--- src/rtl/array_mult_pkg.sv ---
// rtl/array_mult_pkg.sv - shared types and constants for the sequential array multiplier
package array_mult_pkg;

  localparam int DEF_WIDTH = 8;
  localparam int DEF_CNT_W = 4;

  typedef enum logic [1:0] {
    IDLE = 2'd0,
    RUN  = 2'd1,
    DONE = 2'd2
  } state_e;

  // Product width for a given operand width
  function automatic int prod_width(input int w);
    return 2 * w;
  endfunction

  localparam int DEF_PROD_W = prod_width(DEF_WIDTH);

endpackage

--- src/rtl/array_row_adder.sv ---
// rtl/array_row_adder.sv - one array-multiplier level: psum + (bit AND operand)
module one_bit_half_adder (
  input  logic a_i,
  input  logic b_i,
  output logic s_o,
  output logic c_o
);
  assign s_o = a_i ^ b_i;
  assign c_o = a_i & b_i;
endmodule

module one_bit_full_adder (
  input  logic a_i,
  input  logic b_i,
  input  logic c_i,
  output logic s_o,
  output logic c_o
);
  assign s_o = a_i ^ b_i ^ c_i;
  assign c_o = (a_i & b_i) | (c_i & (a_i ^ b_i));
endmodule

module array_row_adder #(
  parameter int WIDTH = 8
) (
  input  logic [WIDTH-1:0] psum_i,
  input  logic             bit_i,
  input  logic [WIDTH-1:0] opnd_i,
  output logic [WIDTH:0]   sum_o
);
  logic [WIDTH-1:0] pp;
  logic [WIDTH:1]   carry;

  assign pp = opnd_i & {WIDTH{bit_i}};

  // Ripple chain: half adder in the LSB, full adders above, carry-out is the MSB
  for (genvar i = 0; i < WIDTH; i++) begin : g_cell
    if (i == 0) begin : g_ha
      one_bit_half_adder u_ha (
        .a_i(psum_i[0]), .b_i(pp[0]), .s_o(sum_o[0]), .c_o(carry[1])
      );
    end else begin : g_fa
      one_bit_full_adder u_fa (
        .a_i(psum_i[i]), .b_i(pp[i]), .c_i(carry[i]),
        .s_o(sum_o[i]), .c_o(carry[i+1])
      );
    end
  end

  assign sum_o[WIDTH] = carry[WIDTH];
endmodule

--- src/rtl/array_seq_multiplier.sv ---
// rtl/array_seq_multiplier.sv - shift-add multiplier retiring one partial-product row per clock
module array_seq_multiplier
  import array_mult_pkg::*;
#(
  parameter int WIDTH = DEF_WIDTH,
  parameter int CNT_W = DEF_CNT_W
) (
  input  logic                        clk,
  input  logic                        rst,
  input  logic                        in_valid,
  output logic                        in_ready,
  input  logic [WIDTH-1:0]            A,
  input  logic [WIDTH-1:0]            B,
  output logic                        out_valid,
  input  logic                        out_ready,
  output logic [prod_width(WIDTH)-1:0] P,
  output logic                        busy
);
  localparam int PW = prod_width(WIDTH);

  state_e             state_q, state_d;
  logic [PW-1:0]      p_q, p_d;
  logic [WIDTH-1:0]   b_q, b_d;
  logic [CNT_W-1:0]   count_q, count_d;
  logic [WIDTH:0]     row;
  logic               last_row;

  assign last_row = (count_q == CNT_W'(WIDTH - 1));

  // Upper half of P accumulates; P[0] is the multiplier bit consumed this row
  array_row_adder #(.WIDTH(WIDTH)) u_row (
    .psum_i(p_q[PW-1:WIDTH]),
    .bit_i (p_q[0]),
    .opnd_i(b_q),
    .sum_o (row)
  );

  // State register
  always_ff @(posedge clk) begin
    if (rst) state_q <= IDLE;
    else     state_q <= state_d;
  end

  // Next-state logic
  always_comb begin
    state_d = state_q;
    case (state_q)
      IDLE:    if (in_valid)  state_d = RUN;
      RUN:     if (last_row)  state_d = DONE;
      DONE:    if (out_ready) state_d = IDLE;
      default: state_d = IDLE;
    endcase
  end

  // Outputs decoded from registered state; rst only masks in_ready
  always_comb begin
    in_ready  = (state_q == IDLE) && !rst;
    out_valid = (state_q == DONE);
    busy      = (state_q != IDLE);
  end

  // Datapath next-state: capture in IDLE, shift-add in RUN, hold otherwise
  always_comb begin
    p_d     = p_q;
    b_d     = b_q;
    count_d = count_q;
    case (state_q)
      IDLE: if (in_valid) begin
        p_d     = {{WIDTH{1'b0}}, A};
        b_d     = B;
        count_d = '0;
      end
      RUN: begin
        p_d     = {row, p_q[WIDTH-1:1]};
        count_d = count_q + 1'b1;
      end
      default: ;
    endcase
  end

  // Datapath registers
  always_ff @(posedge clk) begin
    if (rst) begin
      p_q     <= '0;
      b_q     <= '0;
      count_q <= '0;
    end else begin
      p_q     <= p_d;
      b_q     <= b_d;
      count_q <= count_d;
    end
  end

  assign P = p_q;
endmodule

--- config.mk ---
export PLATFORM = sky130hd
export DESIGN_NAME = array_seq_multiplier
export DESIGN_NICKNAME = d
export VERILOG_FILES = /design/src/rtl/array_mult_pkg.sv /design/src/rtl/array_row_adder.sv /design/src/rtl/array_seq_multiplier.sv
export SDC_FILE = /design/constraint.sdc
export NUM_CORES = 1
export LEC_CHECK = 0
export ABC_AREA = 1
export CAP_MARGIN = 25
export CORE_ASPECT_RATIO = 2
export CORE_UTILIZATION = 51
export DETAILED_ROUTE_END_ITERATION = 8
export GPL_ROUTABILITY_DRIVEN = 0
export PLACE_DENSITY = 0.84
export SYNTH_ARGS = -nofsm -noshare
export SYNTH_HDL_FRONTEND = slang
export SYNTH_HIERARCHICAL = 1
export SYNTH_SLANG_ARGS = --single-unit
--- constraint.sdc ---
create_clock -name clk -period 8.45 [get_ports clk]
set_input_delay 1.69 -clock clk [delete_from_list [all_inputs] [get_ports clk]]
set_output_delay 1.69 -clock clk [all_outputs]
set_load 0.01 [all_outputs]
---- Word level (Yosys, flattened, before mapping) ----
Index checks and enable logic that the tools add are counted.
word-level totals
  bits in registers ....................... 30
  word-level logic and storage cells ...... 65
operators by class
  add/sub/neg operators ................... 1
  equal/unequal tests ..................... 6
  mux-type cells .......................... 8
  bitwise logic cells ..................... 38
  reduce and logical (&&, ||, !) cells .... 8
operators by type and width
  cell                                                                   number
  16-bit one-hot mux with 2 select lines                                 1
  16-bit two-way mux                                                     1
  1-bit AND                                                              15
  1-bit XOR                                                              15
  8-bit AND                                                              1
  4-bit one-hot mux with 2 select lines                                  1
  1-bit bitwise OR                                                       7
  2-bit two-way mux                                                      3
  2-bit one-hot mux with 3 select lines                                  1
  4-bit by 1-bit adder with 4-bit output, second input constant          1
  4-bit by 3-bit equality test with 1-bit output, second input constant  1
  4-bit two-way mux                                                      1
  2-bit != test, second input constant                                   2
  2-bit AND reduction                                                    2
  2-bit nonzero test                                                     2
  3-bit AND reduction                                                    1
  2-bit by 1-bit equality test with 1-bit output, second input constant  1
  2-bit equality test, second input constant                             1
  2-bit zero test                                                        1
  2-bit by 1-bit != test with 1-bit output, second input constant        1
  1-bit logical AND                                                      1
  1-bit zero test                                                        1

---- Longest topological paths before layout ----
  depth after elaboration ................. 17
  depth in mapped cells ................... 14
  mapped depth without buffers ............ 12

---- Cells and area by module ----
Netlist, hierarchy kept.
modules (own cells, without submodules)
  module                instances  cells each  area an instance (um2)  seq. area each (um2)
  array_seq_multiplier  1          171         1222.4                  600.6
  one_bit_full_adder    7          1           20.0                    0.0
  array_row_adder       1          18          72.6                    0.0
  one_bit_half_adder    1          1           12.5                    0.0

---- Least setup slack after synthesis ----
No wires, ideal clock.
  kind .................................... input to output
  start point ............................. in rst
  end point ............................... out in_ready
  data arrival time ....................... 2063 ps
  slack ................................... 4697 ps
  cell stages on the path ................. 2
  path buffers ............................ 1
  cells stage by stage .................... clkbuf_1 > nor2_1
on the way
  word-level cells in the longest chain between the ends .. 2
RTL lines
  element             line                        text
  start: declaration  array_seq_multiplier.sv:9   input logic rst,
  1-bit zero test     array_seq_multiplier.sv:57  in_ready = (state_q == IDLE) && !rst;
  1-bit logical AND   array_seq_multiplier.sv:57
  end: declaration    array_seq_multiplier.sv:11  output logic in_ready,
Every way passes these cells.

---- Worst setup path after layout ----
Ends and elaborated chain as after synthesis.

==> results.sh <==
export IMPL_pre_cts_ws_ns=3.65
export IMPL_met3WireLength_um=100
export IMPL_fillCellCount=248
export IMPL_grt_max_degree=24
export IMPL_path_cells="clkdlybuf4s50_1, nor2_1, clkdlybuf4s50_1"
export IMPL_viasPerCell=5.04
export IMPL_finalWorstSetupSlack_ns=3.66
export IMPL_cp_max_fo=14
export IMPL_synthDistinctLibCells=20
export IMPL_clock_path_buffers=2
export IMPL_p_sw_frac=0.261
export IMPL_wl_mm=3.06
export IMPL_drc=0
export IMPL_row_count=27
export IMPL_hpwl_mm=2.21
export IMPL_pin_count=39
export IMPL_grt_ovfl_total=0
export IMPL_power_frac_seq=0.502
export IMPL_synthFlopType="dfxtp_1"
export IMPL_fin_hold_ws_ns=0.483
export IMPL_grt_pass1_wl_mm=5.13
export IMPL_post_cts_buffers=0
export IMPL_core_area_um2=2740
export IMPL_power_w=0.000313
export IMPL_worstReg2RegStart="P[0]$_SDFFE_PP0P_"
export IMPL_comb_power_share=0.162
export IMPL_drive_gt1_frac=0.0513
export IMPL_cts_buffers=5
export IMPL_wl_per_cell_um=11.6
export IMPL_grt_pass1_vias=1248
export IMPL_root_buffer="clkbuf_8"
export IMPL_num_antenna_cells=0
export IMPL_clk_latency_ns=0.28
export IMPL_first_pass_iters=5
export IMPL_worstPathArrival_ns=3.10
export IMPL_drt_iter0_markers=25
export IMPL_cts_resized=0
export IMPL_track_usage=0.239
export IMPL_crit_top_cell="clkdlybuf4s50_1"
export IMPL_worst_r2r_path_depth=12
export IMPL_finalCritPeriodShare=0.567
export IMPL_p_int_w=0.000231
export IMPL_p_sw_w=0.0000815
export IMPL_cp_required_ns=6.76
export IMPL_antenna_found_initial=0
export IMPL_antenna_left=0
export IMPL_slew_headroom=0.454
export IMPL_syn_avg_cell_area_um2=7.35
export IMPL_start_util=0.529
export IMPL_clk_pin_slew_ns=0.05
export IMPL_syn_inst=197
export IMPL_crit_path_start_kind="primary input"
export IMPL_cts_sinks=30
export IMPL_critPathCapture="in_ready"
export IMPL_cts_max_level=2
export IMPL_setup_viol=0
export IMPL_vdd_drop_max_v=0.000115
export IMPL_rrSetupSlack_ns=4.61
export IMPL_worst_slew_pin_slew_ns=0.819
export IMPL_path_depth=3
export IMPL_yosysTopAreaCell="dfxtp_1"
export IMPL_num_vias=1326
export IMPL_m1WireLength_mm=1.17
export IMPL_cp_num_buf_inv=2
export IMPL_startpoint="rst"
export IMPL_critPathMaxStageDelay_ns=0.67
export IMPL_worstSetupEndpointType="output pin"
export IMPL_r2r_end="P[14]$_SDFFE_PP0P_"
export IMPL_syn_to_final_growth_pct=30.3
export IMPL_routed_top_layer="met4"
export IMPL_cts_tree="yes"
export IMPL_hold_buffers=0
export IMPL_critPathKind="in -> out"
export IMPL_cp_top_family="buffers and inverters"
export IMPL_async_flop_share=0
export IMPL_fmax_ghz=0.209
export IMPL_die_area_um2=3070
export IMPL_synth_nets=226
export IMPL_fp_dieH_um=77.3
export IMPL_finClkSkew_ns=0.00499
export IMPL_synth_edff_count=0
export IMPL_p_clk_frac=0.337
export IMPL_yosysTopAreaCellShare=0.415
export IMPL_die_x_um=39.7
export IMPL_synth_seq_cells=30
export IMPL_status="finished, final reports clean"
export IMPL_setup_tns_ns=0
export IMPL_final_nets=263
export IMPL_seq_area_frac_synth=0.415
export IMPL_ys_warn_count=6
export IMPL_period_needed_ns=4.79
export IMPL_rsz0062_at_grt="no"
export IMPL_finalMaxSlewViolations=0
export IMPL_synth_area_um2=1450
export IMPL_synth_area_top_cells="dfxtp_1 (41%), nand2_1 (15%), fa_1 (9.7%)"
export IMPL_io_buffers=38
export IMPL_power_density_nw_per_um2=166
export IMPL_wl_met2_mm=1.70
export IMPL_cp_slowest_cell="clkdlybuf4s50_1"
export IMPL_finalHoldViolCount=0
export IMPL_total_leakage_power_nw=0.858
export IMPL_holdCritPathClass="reg -> reg"
export IMPL_maxCapViolations=0
## kinds of logic (layout without fill, tap and decap cells)
kind of cell | count (synthesis) | after routing | synth area share
flip-flops | 30 | 30 | 0.415
AO/OA/AOI/OAI | 34 | 34 | 0.121
AND/OR/NAND/NOR | 99 | 99 | 0.268
buffers and inverters | 25 | 62 | 0.0821
adder cells (fa/ha/maj) | 9 | 9 | 0.114
## final cells by class
class                      count  area, um^2  share of cell area
clock buffer                   7        76.3              0.0405
inverter                      17        63.8              0.0338
multi-input combinational    142         728               0.386
sequential                    30         601               0.319
tap                           29        36.3              0.0192
timing repair buffer          38         380               0.202
## synth_stat cells (2+ instances only)
library cell,count
inv_2,4
o21ai_0,19
dfxtp_1,30
nor2_1,37
ha_1,2
inv_1,13
buf_4,2
buf_2,2
clkbuf_1,2
fa_1,7
a21oi_1,13
nand2_1,56
buf_6,2
nand3_1,2
## metrics by stage
step | instance area (um^2) | std cells | util
after floorplan | 1450 | 197 | -
after global routing | 1890 | 263 | 0.689
final | 1890 | 263 | 0.689
after global placement | 1810 | 256 | 0.661
after detailed placement | 1810 | 256 | 0.661
after CTS | 1890 | 263 | 0.689
## tightest hold or removal path, cell delays in order, from the launching register on
cell	delay (ns)
dfxtp_1	0.32
nor2_1	0.05
nor2_1	0.08
## cell usage in the layout (no fill, tap or decap), types with 2 or more instances in the layout
master           instances
a21oi_1                 13
clkbuf_1                 2
clkbuf_8                 5
clkdlybuf4s50_1         38
dfxtp_1                 30
fa_1                     7
ha_1                     2
inv_1                   13
inv_2                    4
nand2_1                 56
nand3_1                  2
nor2_1                  37
o21ai_0                 19
## state kept, by name, summed over array words and instances (netlist names)
name	flops
state_q	2
P	16
count_q	4
b_q	8
## layer usage
layer / GRT usage / up-vias
li1: - / 684
met1: 0.247 / 607
met2: 0.398 / 28
met3: 0.0657 / 7
met4: 0.134 / 0
met5: 0 / -
## worst min path at each step
stage,startpoint,endpoint,slack [ns],cells after the start
finish,b_q[0]$_SDFFE_PP0P_,b_q[0]$_SDFFE_PP0P_,0.48,2
CTS,b_q[0]$_SDFFE_PP0P_,b_q[0]$_SDFFE_PP0P_,0.49,2
global placement,b_q[5]$_SDFFE_PP0P_,b_q[5]$_SDFFE_PP0P_,0.46,2
detailed placement,b_q[0]$_SDFFE_PP0P_,b_q[0]$_SDFFE_PP0P_,0.47,2
global route,b_q[4]$_SDFFE_PP0P_,b_q[4]$_SDFFE_PP0P_,0.51,2
floorplan,b_q[0]$_SDFFE_PP0P_,b_q[0]$_SDFFE_PP0P_,0.46,2
## power groups by stage
| stage | Sequential [W] | Combinational (W) | Clock [W] |
|---|---|---|---|
| 2_1_floorplan | 0.000160 | 0.0000282 | 0 |
| 3_3_place_gp | 0.000159 | 0.0000503 | 0 |
| 3_5_place_dp | 0.000160 | 0.0000509 | 0 |
| 4_1_cts | 0.000157 | 0.0000512 | 0.000109 |
| 5_1_grt | 0.000158 | 0.0000574 | 0.000113 |
| 6_report | 0.000157 | 0.0000506 | 0.000105 |
(Power assumes the default switching activity.)
==> RTL edit 1: new RTL, config.mk and constraints unchanged <==
The package constant `DEF_WIDTH` goes from 8 to 10.
--- a/src/rtl/array_mult_pkg.sv
+++ b/src/rtl/array_mult_pkg.sv
@@ -1,7 +1,7 @@
 // rtl/array_mult_pkg.sv - shared types and constants for the sequential array multiplier
 package array_mult_pkg;
 
-  localparam int DEF_WIDTH = 8;
+  localparam int DEF_WIDTH = 10;
   localparam int DEF_CNT_W = 4;
 
   typedef enum logic [1:0] {
Interface: changed (resized A, B and P); port bits go from 39 to 47. No check against the original RTL was run, so the function may have changed too.
==> RTL edit 1 against the original RTL <==
The flow now finishes with violations (design-rule violations); area after synthesis increased by 23%; design area grew 23%; clock skew up 0.0043 ns; fmax grew 2.4%; power is 25% higher; setup slack gained 0.11 ns; wire length up 29%; sequential cell count rose by 6; worst hold slack improved by 0.0015 ns; register-to-register slack worse by 0.84 ns; first-iteration DRC count grew 72%; critical path type is now reg -> reg.
==> RTL edit 1: results <==
[detailed_routing]
drc_errors = 4
dr_total_vias = 1670
drtPass1Iterations = 7
initialDrtViolationCount = 43

[yosys]
ys_seq_area_share_pct = 40.6
syn-num-nets = 278
yosys.area_share.adder_pct = 12.3
synth-compound-area-share_pct = 14.1

[power]
sw_frac_of_total_pct = 24.9
p_leak_nw = 1.03
vdd.ir_drop.worst_mv = 0.203

[worst_setup_path]
r2r_slack_ns = 3.77
path_max_fanout = 12
worstPathArrival_ns = 4.91
cpPeakStageDelay_ns = 0.48

[placed_design]
dp_hpwl_mm = 2.76
io_buffers = 46

[global_routing]
grt_max_degree = 36
first_global_vias = 1509

[run_status]
outcome = finished with violations
violations = design-rule violations

[cells_and_area]
final_layout_size_suffix_gt1_share_pct = 4.93

[sta]
timing.final.ws_setup_ns = 3.77
clock_skew_ns = 0.00927

[cts]
clk_transition_reported_paths_ns = 0.07
-- RTL edit 1: changes by cell type after synthesis, sizes merged, moves of 4 or more --
cell | before | now
nand2 | 57 | 78
buf | 6 | 10
a21oi | 13 | 26
nor2 | 38 | 29
dfxtp | 30 | 36
-- RTL edit 1: power by group through the flow --
stage	logic, mW	registers (mW)	clock network, mW
CTS	0.0579	0.186	0.150
global placement	0.0564	0.189	0
finish	0.0575	0.186	0.147
floorplan	0.0322	0.189	0
detailed placement	0.0573	0.190	0
global route	0.0638	0.187	0.157
-- RTL edit 1: per-layer routing --
layer	vias up	wire length, um	share of wire [%]	GRT usage [%]
met4	0	73	1.8	11.4
met5	-	0	0	0
met3	6	181	4.6	5.32
li1	838	-	-	-
met2	44	2300	58	41.2
met1	782	1390	35	22.1
-- RTL edit 1: kinds of logic (layout without fill, tap and decap cells) --
group	after synthesis	in the layout
buf+inv	32	74
fa+ha+maj	12	12
simple gates	113	113
flops	36	36
compound gates	49	49
-- RTL edit 1: cell type report --
cell class / instances / area, um^2
fillers: 280 / 1020
multi-input cells: 174 / 910
flip-flops and latches: 36 / 721
repair buffers: 48 / 475
clock buffers: 6 / 72.6
inverters: 18 / 67.6
well taps: 32 / 40.0
clock inverters: 2 / 35.0
-- RTL edit 1: through the flow --
stage | std cells | hold slack (ns) | area (um^2) | utilization (%) | total power, mW
6_report | 316 | 0.484 | 2320 | 69.5 | 0.391
5_1_grt | 316 | 0.500 | 2320 | 69.5 | 0.408
4_1_cts | 316 | 0.484 | 2320 | 69.5 | 0.394
3_5_place_dp | 308 | 0.472 | 2210 | 66.3 | 0.247
3_3_place_gp | 308 | 0.466 | 2210 | 66.3 | 0.246
2_1_floorplan | 242 | 0.458 | 1780 | - | 0.222
-- RTL edit 1: final timing paths --
path	cells after the start	end
worst min register to register	2	P[6]
worst max register to register	14	P[18]
worst max-delay path	14	P[18]
worst min-delay path	2	P[6]
-- RTL edit 1: worst reg2reg max path: cells and delay by family (launching register included) --
family / cells / cell delay [ns]
AND/OR/NAND/NOR: 2 / 0.17
buffers and inverters: 1 / 0.04
AO/OA/AOI/OAI: 1 / 0.16
adder cells (fa/ha/maj): 10 / 3.83
flip-flops: 1 / 0.42
==> RTL edit 2: new RTL, same flow settings <==
Made on the original files. Encoding of `state_e`: now one-hot (3 bits for 3 states).
--- a/src/rtl/array_mult_pkg.sv
+++ b/src/rtl/array_mult_pkg.sv
@@ -4,10 +4,10 @@
   localparam int DEF_WIDTH = 8;
   localparam int DEF_CNT_W = 4;
 
-  typedef enum logic [1:0] {
-    IDLE = 2'd0,
-    RUN  = 2'd1,
-    DONE = 2'd2
+  typedef enum logic [2:0] {
+    IDLE = 3'b001,
+    RUN  = 3'b010,
+    DONE = 3'b100
   } state_e;
 
   // Product width for a given operand width
Behaviour: same outputs for any inputs over 4 cycles, from zero or initial values and one cycle with rst high; so few cycles prove little.
==> RTL edit 2 against the original RTL <==
Design area increased by 6.4%; utilization decreased by 0.71 points; wire length increased by 16%; highest routed layer unchanged; area after synthesis increased by 9.2%; setup slack improved by 0.0083 ns; worst hold slack got worse by 0.0012 ns; sequential cell count increased by 1.
Power is not compared: it rests on default switching activity, and its combinational part moved more than twofold at a synthesized area within 25%.
==> RTL edit 2: results <==
[global_routing]
antenna_found_initial = 0
use_met2_pct = 45.6
use_met3_pct = 5.46
grt_max_degree = 38
track_usage_pct = 25.7
first_global_vias = 1395
grt_pass1_wl_mm = 5.95
grt_use_met1_pct = 27.9

[cells_and_area]
largest_reg_flops = 16
diodes = 0
final_layout_size_suffix_gt1_share_pct = 4.76
instances_no_fill = 282

[sta]
relSlewSlack_pct = 31.5
drv_slew = 0
clock_skew_ns = 0.00575
hold_ws_ns = 0.482

[cts]
h-tree-depth = 2
clk_transition_reported_paths_ns = 0.06
cts_buffers = 5
clockBufferDepth = 2
clock-root-buffer = clkbuf_8
cts_resized = 0
postCtsSetupBuffers = 0
worstSkewPairLatency_ns = 0.28

[yosys]
ys_seq_area_share_pct = 39.2
synth_area_per_cell_um2 = 7.22
synth.distinct_cells = 22
yosys_warnings = 6
ys_async_sr_fraction_pct = 0
ys_top_cells_by_area = dfxtp_1, nand2_1, fa_1
synthTopCellsByCount = nand2_1, nor2_1, dfxtp_1
syn-num-nets = 248

[worst_setup_path]
r2r_slack_ns = 4.55
worstPathArrival_ns = 3.10
path_max_fanout = 14
r2r-start = P[0]
crit_start = rst

[power]
vdd.ir_drop.worst_mv = 0.158
sw_frac_of_total_pct = 32.4
p_leak_nw = 0.919

[run_status]
outcome = finished, final reports clean

[detailed_routing]
via_per_inst = 5.27
wl_met3_um = 148
wl_met1_mm = 1.40
top_layer_used = met4
routed_wl_mm = 3.55
initialDrtViolationCount = 32
wl_met2_mm = 1.94
drtPass1Iterations = 4

[placed_design]
dp_hpwl_mm = 2.46
io_buffers = 38

[hold_path]
worstHoldStart = b_q[7]
worstHoldPathType = reg -> reg
## RTL edit 2: cell count changes after synthesis, moves of 2 or more
cell,before,now
inv_1,13,19
o21ai_1,0,7
nand2_1,56,45
nor2_2,0,3
buf_2,2,4
o21ai_0,19,10
nand3_1,2,25
nand3b_1,0,2
nor2_1,37,35
## RTL edit 2: cell families after synthesis
family / share of synthesized area, %
adder cells (fa/ha/maj): 10.4
flip-flops: 39.2
AND/OR/NAND/NOR: 30.8
buffers and inverters: 9.57
AO/OA/AOI/OAI: 9.97
## RTL edit 2: worst paths after layout
check / end / cells past startpoint
setup / recovery: in_ready / 3
hold reg to reg: b_q[7] / 2
setup reg to reg: P[14] / 12
hold / removal: b_q[7] / 2
## RTL edit 2: per-stage QoR
step           setup slack, ns  instance area [um^2]
4_1_cts                   3.67                  2010
3_3_place_gp              3.69                  1930
2_1_floorplan             4.70                  1580
6_report                  3.66                  2010
5_1_grt                   3.58                  2010
3_5_place_dp              3.65                  1930
## RTL edit 2: power by group through the flow
stage          clock network, mW  registers [mW]  logic [mW]
2_1_floorplan                  0           0.182      0.0751
3_3_place_gp                   0           0.182       0.116
3_5_place_dp                   0           0.183       0.118
4_1_cts                    0.106           0.180       0.119
5_1_grt                    0.110           0.182       0.134
6_report                   0.104           0.180       0.118
## RTL edit 2: final cells by class
| class | instances | area [um^2] |
|---|---|---|
| Clock buffer | 6 | 72.6 |
| Inverter | 23 | 86.3 |
| Sequential cell | 31 | 621 |
| Timing Repair Buffer | 38 | 380 |
| Multi-Input combinational cell | 154 | 810 |
| Fill cell | 266 | 936 |
| Tap cell | 30 | 37.5 |
## RTL edit 2: critical path, cell delays in order
cell             delay [ns]
clkdlybuf4s50_1        0.66
nor2_1                 0.20
clkdlybuf4s50_1        0.55
